`src/rtl/memory_game_seq.sv`:
```
// memory_game_seq: Simon-style multi-round pattern recall game driven by an LFSR.
// Optional ENTRY_TIMEOUT_EN adds a WAIT-state entry timeout.
module memory_game_seq #(
  parameter int WIDTH = 8,
  parameter int DEPTH = 8,
  parameter logic [WIDTH-1:0] TAPS = 8'h81,
  parameter int DISP_CYCLES = 4,
  parameter bit REVERSE = 1'b1,
  parameter int TIMEOUT_CYCLES = 64
) (
  input  logic clk,
  input  logic reset,
  input  logic start,
  input  logic [WIDTH-1:0] load,
  input  logic [WIDTH-1:0] x,
  input  logic submit,
  output logic [WIDTH-1:0] display,
  output logic disp_valid,
  output logic [1:0] result,
  output logic [$clog2(DEPTH+1)-1:0] level,
  output logic busy
);
  localparam int LW = $clog2(DEPTH+1);
  localparam int CW = $clog2(DISP_CYCLES+1);
  localparam logic [2:0] IDLE = 3'd0, GEN = 3'd1, SHOW = 3'd2, WAIT = 3'd3, WIN = 3'd4, LOSE = 3'd5;
  logic [2:0] state;
  logic [WIDTH-1:0] q, exp_val;
  logic [WIDTH-1:0] mem [1<<LW];
  logic [LW-1:0] idx;
  logic [CW-1:0] cnt;
  logic submit_d, accept, last, blank;
`ifdef ENTRY_TIMEOUT_EN
  localparam int TW = $clog2(TIMEOUT_CYCLES+1);
  logic [TW-1:0] tcnt;
`endif
  assign accept = submit & ~submit_d;
  assign last = idx == level - LW'(1);
  assign blank = cnt == CW'(DISP_CYCLES);
  always_comb begin
    exp_val = '0;
    for (int i = 0; i < WIDTH; i++) exp_val[i] = REVERSE ? mem[idx][WIDTH-1-i] : mem[idx][i];
  end
  // Pattern buffer carries no reset: entries are always written before being read.
  always_ff @(posedge clk) if (state == GEN) mem[level] <= q;
  always_ff @(posedge clk or posedge reset) begin
    if (reset) begin
      state <= IDLE;
      q <= '0;
      idx <= '0;
      cnt <= '0;
      submit_d <= 1'b0;
      display <= '0;
      disp_valid <= 1'b0;
      result <= 2'd0;
      level <= '0;
      busy <= 1'b0;
`ifdef ENTRY_TIMEOUT_EN
      tcnt <= '0;
`endif
    end else begin
      submit_d <= submit;
      case (state)
        IDLE, WIN, LOSE: if (start) begin
          q <= load == '0 ? WIDTH'(1) : load;
          level <= '0;
          result <= 2'd0;
          busy <= 1'b1;
          state <= GEN;
        end
        GEN: begin
          q <= {^(q & TAPS), q[WIDTH-1:1]};
          level <= level + LW'(1);
          idx <= '0;
          cnt <= '0;
          result <= 2'd0;
          state <= SHOW;
        end
        SHOW: begin
          display <= blank ? '0 : mem[idx];
          disp_valid <= ~blank;
          cnt <= blank ? '0 : cnt + CW'(1);
          if (blank) begin
            idx <= last ? '0 : idx + LW'(1);
            state <= last ? WAIT : SHOW;
`ifdef ENTRY_TIMEOUT_EN
            tcnt <= '0;
`endif
          end
        end
        WAIT: begin
          if (accept) begin
`ifdef ENTRY_TIMEOUT_EN
            tcnt <= '0;
`endif
            if (x != exp_val) begin
              state <= LOSE;
              result <= 2'd1;
              busy <= 1'b0;
            end else if (!last) idx <= idx + LW'(1);
            else if (level == LW'(DEPTH)) begin
              state <= WIN;
              result <= 2'd2;
              busy <= 1'b0;
            end else begin
              state <= GEN;
              result <= 2'd3;
            end
          end
`ifdef ENTRY_TIMEOUT_EN
          else if (tcnt == TW'(TIMEOUT_CYCLES-1)) begin
            state <= LOSE;
            result <= 2'd1;
            busy <= 1'b0;
          end else tcnt <= tcnt + TW'(1);
`endif
        end
        default: state <= IDLE;
      endcase
    end
  end
endmodule
```
`config.mk`:
```
export PLATFORM = sky130hd
export DESIGN_NAME = memory_game_seq
export DESIGN_NICKNAME = d
export VERILOG_FILES = /design/src/rtl/memory_game_seq.sv
export SDC_FILE = /design/constraint.sdc
export NUM_CORES = 1
export LEC_CHECK = 0
export BUFFER_PORTS_ARGS = -buffer_cell sky130_fd_sc_hd__buf_4
export CORE_MARGIN = 2
export CORE_UTILIZATION = 50
export DETAILED_ROUTE_END_ITERATION = 10
export MAX_ROUTING_LAYER = met4
export PLACE_DENSITY_LB_ADDON = 0.2
export REMOVE_ABC_BUFFERS = 1
export SYNTH_ARGS = -nofsm -noshare
export SYNTH_HDL_FRONTEND = slang
export SYNTH_SLANG_ARGS = --single-unit
```
`constraint.sdc`:
```
create_clock -name clk -period 4.26 [get_ports clk]
set_input_delay 0 -clock clk [delete_from_list [all_inputs] [get_ports clk]]
set_output_delay 0 -clock clk [all_outputs]
set_load 0.01 [all_outputs]
```
==> results.rst <==
.. list-table::
   :header-rows: 1

   * - Metric
     - Value
   * - Xor/xnor cell area share of the yosys netlist
     - around 1.6%
   * - Final critical delay including setup and external delays
     - roughly 3.6 ns
   * - Setup CP Type
     - reg2reg
   * - Via-to-Cell Ratio
     - 5.82
   * - Clock Tree Buf Depth
     - 2
   * - Number of cell rows
     - 43
   * - WL final
     - 15100 um
   * - Ys Warns
     - 0
   * - CP required
     - between 4 and 5 ns
   * - Number of synthesized flops with an enable pin
     - 128
   * - Number of nets in the finished design
     - between 500 and 600
   * - Portion of total power attributed to the clock network
     - between 20 and 30%
   * - Drt wl/cell
     - between 20 and 25 um
   * - Global routing usage summed across all routing layers
     - 22.4%
   * - Switching power summed over all nets
     - approximately 1.9 mW
   * - Share of cells above drive strength 1
     - approximately a fifth
   * - Clock tree root driver cell
     - sky130_fd_sc_hd__clkbuf_16
   * - R2R setup slack
     - approximately 0.6 ns
   * - Kind of capture point of the worst setup path
     - flop
   * - Final Max Slew Viols
     - 0
   * - Detailed Routing Iterations Pass 1
     - 5
   * - Share of total power in sequential cells
     - between 40 and 50%
   * - Final design area excluding fillers
     - slightly above 8000 sq um
   * - Top library cells by usage in the layout, fill and taps aside
     - 128 x sky130_fd_sc_hd__edfxtp_1, 49 x sky130_fd_sc_hd__buf_4, 35 x sky130_fd_sc_hd__mux2i_1
   * - Source-to-sink clock delay at the later pin of the worst-skew pair
     - approximately 0.44 ns
   * - Number of cells in the finished layout apart from fillers
     - between 700 and 800
   * - CP startpoint kind
     - flop
   * - Layout overhead on the synthesized area
     - 17.1%
   * - Cts bufs inserted
     - 17
   * - Number of different library cells in the post-synthesis netlist
     - 52
   * - Proportion of synthesized area in mux cells
     - 13.4%
   * - Number of global-route vias before repair
     - 4179
   * - Post-route DRC violation count
     - 0
   * - Synth area leader
     - sky130_fd_sc_hd__edfxtp_1
   * - Simple logic cell fraction of the synthesized area
     - 7.18%
   * - Total via count in the routed design
     - around 4200
   * - Cell Area, Placed
     - 7570 sq um
   * - Detail Route Antenna Nets
     - 0
   * - TritonCTS clock tree
     - yes
   * - Top fanout value on the critical path
     - 19
   * - Cell total after placement
     - 671
   * - Leftover overflow at the end of global routing
     - 0
   * - Area fraction of the dominant cell type after synthesis
     - between 50% and 60%
   * - Top area cells in the synthesized netlist
     - sky130_fd_sc_hd__edfxtp_1 54%, sky130_fd_sc_hd__dfrtp_1 12%, sky130_fd_sc_hd__mux2i_1 4.9%, sky130_fd_sc_hd__mux4_1 3.3%, sky130_fd_sc_hd__mux4_2 2.9%
   * - Maximum achievable frequency
     - roughly 270 MHz
   * - Switching power share of the total
     - 32.5%
   * - Post-Syn Area per Cell
     - roughly 15 sq um
   * - Placeable core region
     - approximately 14000 sq um
   * - Largest voltage drop on the vdd net
     - between 0.3 and 0.4 mV
   * - Power per Cell Area
     - 697 nW/um^2
   * - Logic pwr share
     - between 20 and 30%
   * - Buffers inserted during post-CTS setup optimization
     - 0
   * - Unrepaired setup endpoints after global routing
     - false
   * - Largest net degree at the start of global routing
     - 36
   * - Full die area
     - approximately 15000 sq um
   * - Outcome
     - complete, no violations
   * - Int Pwr
     - 3.90 mW
   * - Arrival time at the worst endpoint
     - between 3 and 4 ns
   * - Number of I/O port buffers
     - 35
   * - Clk sink count
     - around 160
   * - H-Tree Level Count
     - 4
   * - Die height
     - about 120 um
   * - Clock Skews
     - slightly above 0.01 ns
   * - Wire length of the first global-routing pass
     - roughly 24000 um
   * - Leak
     - about 3 nW
   * - Number of max-cap violations
     - 0
   * - Placed wire-length estimate after detailed placement
     - approximately 10000 um
   * - Clock transition at the registers of the reported paths
     - roughly 0.060 ns
   * - Share of the yosys chip area belonging to registers
     - roughly 67%
   * - Count of mapped cells out of synthesis
     - approximately 470
   * - TNS Setup
     - 0 ns
   * - GP Congestion
     - a little under 0.9
   * - Worst max-slew margin expressed relative to the limit
     - a little over a third
   * - Detailed Route Iter0 Violations
     - roughly 430
   * - Top flip-flop cell by instance count after synthesis
     - sky130_fd_sc_hd__edfxtp_1
   * - Post-synthesis sequential element count
     - around 160
   * - Leading cell type in the layout, fill and taps excluded
     - sky130_fd_sc_hd__edfxtp_1
   * - Number of antenna violations at the first check in global routing
     - 0
   * - Post-synth ARST share
     - between 20% and 30%
   * - Combined area of all synthesized cells
     - between 7000 and 8000 sq um
   * - Post-Synth Adder-Cell Area
     - roughly 1.4%
   * - Top-level port count
     - 36
   * - Class of the tightest hold or removal check
     - in2reg
   * - Ratio of final minimum period to clock period
     - ~86%
   * - Final hold violations
     - 0
   * - Worst-margin pin slew
     - 0.972 ns
   * - Compound-Gate Fraction of Synth Area
     - 7.48%
   * - Die span in x
     - around 120 um
   * - Initial core utilization
     - between 50% and 60%
   * - Main combinational cell family by area after synthesis
     - multiplexers
   * - Count of endpoints failing setup in the final report
     - 0
   * - Antenna diode count
     - 0
## through the flow
stage | power [mW] | hold WS [ns] | setup WS [ns] | utilization [%]
floorplan | 3.53 | 0.0314 | 0.263 | -
global placement | 4.13 | 0.120 | 0.622 | 54.5
detailed placement | 4.18 | 0.122 | 0.597 | 54.5
CTS | 5.81 | 0.00924 | 0.586 | 59.8
global route | 6.11 | 0.0417 | 0.337 | 59.8
finish | 5.79 | 0.0209 | 0.612 | 59.8
## area by class of cell
cell class | count | area, sq um
well taps | 180 | 225
flip-flops and latches | 163 | 4720
clock inverters | 11 | 184
fillers | 1052 | 5580
inverters | 13 | 48.8
clock buffers | 21 | 440
multi-input cells | 266 | 2200
repair buffers | 60 | 478
## cell usage after synthesis, drive strengths merged (6+ instances only)
cell    number
a21oi        9
a22o        11
a22oi       13
buf         11
clkbuf      12
dfrtp       35
edfxtp     128
ha           8
inv         13
mux2        14
mux2i       35
mux4        18
nand2       30
nand2b       6
nand3        8
nor2        26
nor3        12
o21ai       17
xnor2        6
xor2         7
## worst max-delay path: stages (launching register included)
cell	delay [ns]
sky130_fd_sc_hd__dfrtp_2	0.73
sky130_fd_sc_hd__mux4_1	0.64
sky130_fd_sc_hd__mux2i_1	0.17
sky130_fd_sc_hd__mux2i_1	0.16
sky130_fd_sc_hd__xor2_1	0.17
sky130_fd_sc_hd__or4b_4	0.58
sky130_fd_sc_hd__or4b_4	0.55
sky130_fd_sc_hd__a2111oi_1	0.41
sky130_fd_sc_hd__nor3b_1	0.10
## sequential cells by signal, summed over array words and instances (netlist names)
| name | cells |
|---|---|
| idx | 4 |
| result | 2 |
| q | 8 |
| busy | 1 |
| mem | 128 |
| level | 4 |
| cnt | 3 |
| display | 8 |
| state | 3 |
| disp_valid | 1 |
| submit_d | 1 |
## power groups by stage
stage	clock, mW	sequential (mW)	combinational [mW]
3_3_place_gp	0	2.50	1.63
2_1_floorplan	0	2.46	1.07
5_1_grt	1.72	2.53	1.86
4_1_cts	1.64	2.48	1.69
3_5_place_dp	0	2.51	1.67
6_report	1.63	2.48	1.68
## cells by family (layout without fill, tap and decap cells)
kind of cell,Yosys count,in the layout
buf+inv,36,105
flops,163,163
xor+xnor,13,13
fa+ha+maj,8,8
mux,67,67
compound gates,75,75
simple gates,103,103
## metal layers
metal,vias up,share of wire [%],global-route usage [%]
met5,-,0,-
met4,0,1.2,7.24
met3,16,4.5,4.75
met2,120,50,34.4
met1,2104,45,30.2
li1,1919,-,-
## repair_timing
item	in CTS	in global routing
gates resized for setup	0	0
hold buffers	11	0
hold endpoints to repair	44	0
## path summary, 6_finish.rpt
path / start / endpoint / depth (start not counted)
setup / recovery: idx[1] / result[0] / 8
hold / removal: start / q[0] / 4
setup reg to reg: idx[1] / result[0] / 8
hold reg to reg: display[2] / display[2] / 2
max in group asynchronous: reset / idx[1] / 4
min in group asynchronous: reset / display[5] / 4
No activity file was read; power rests on OpenSTA's default activity.
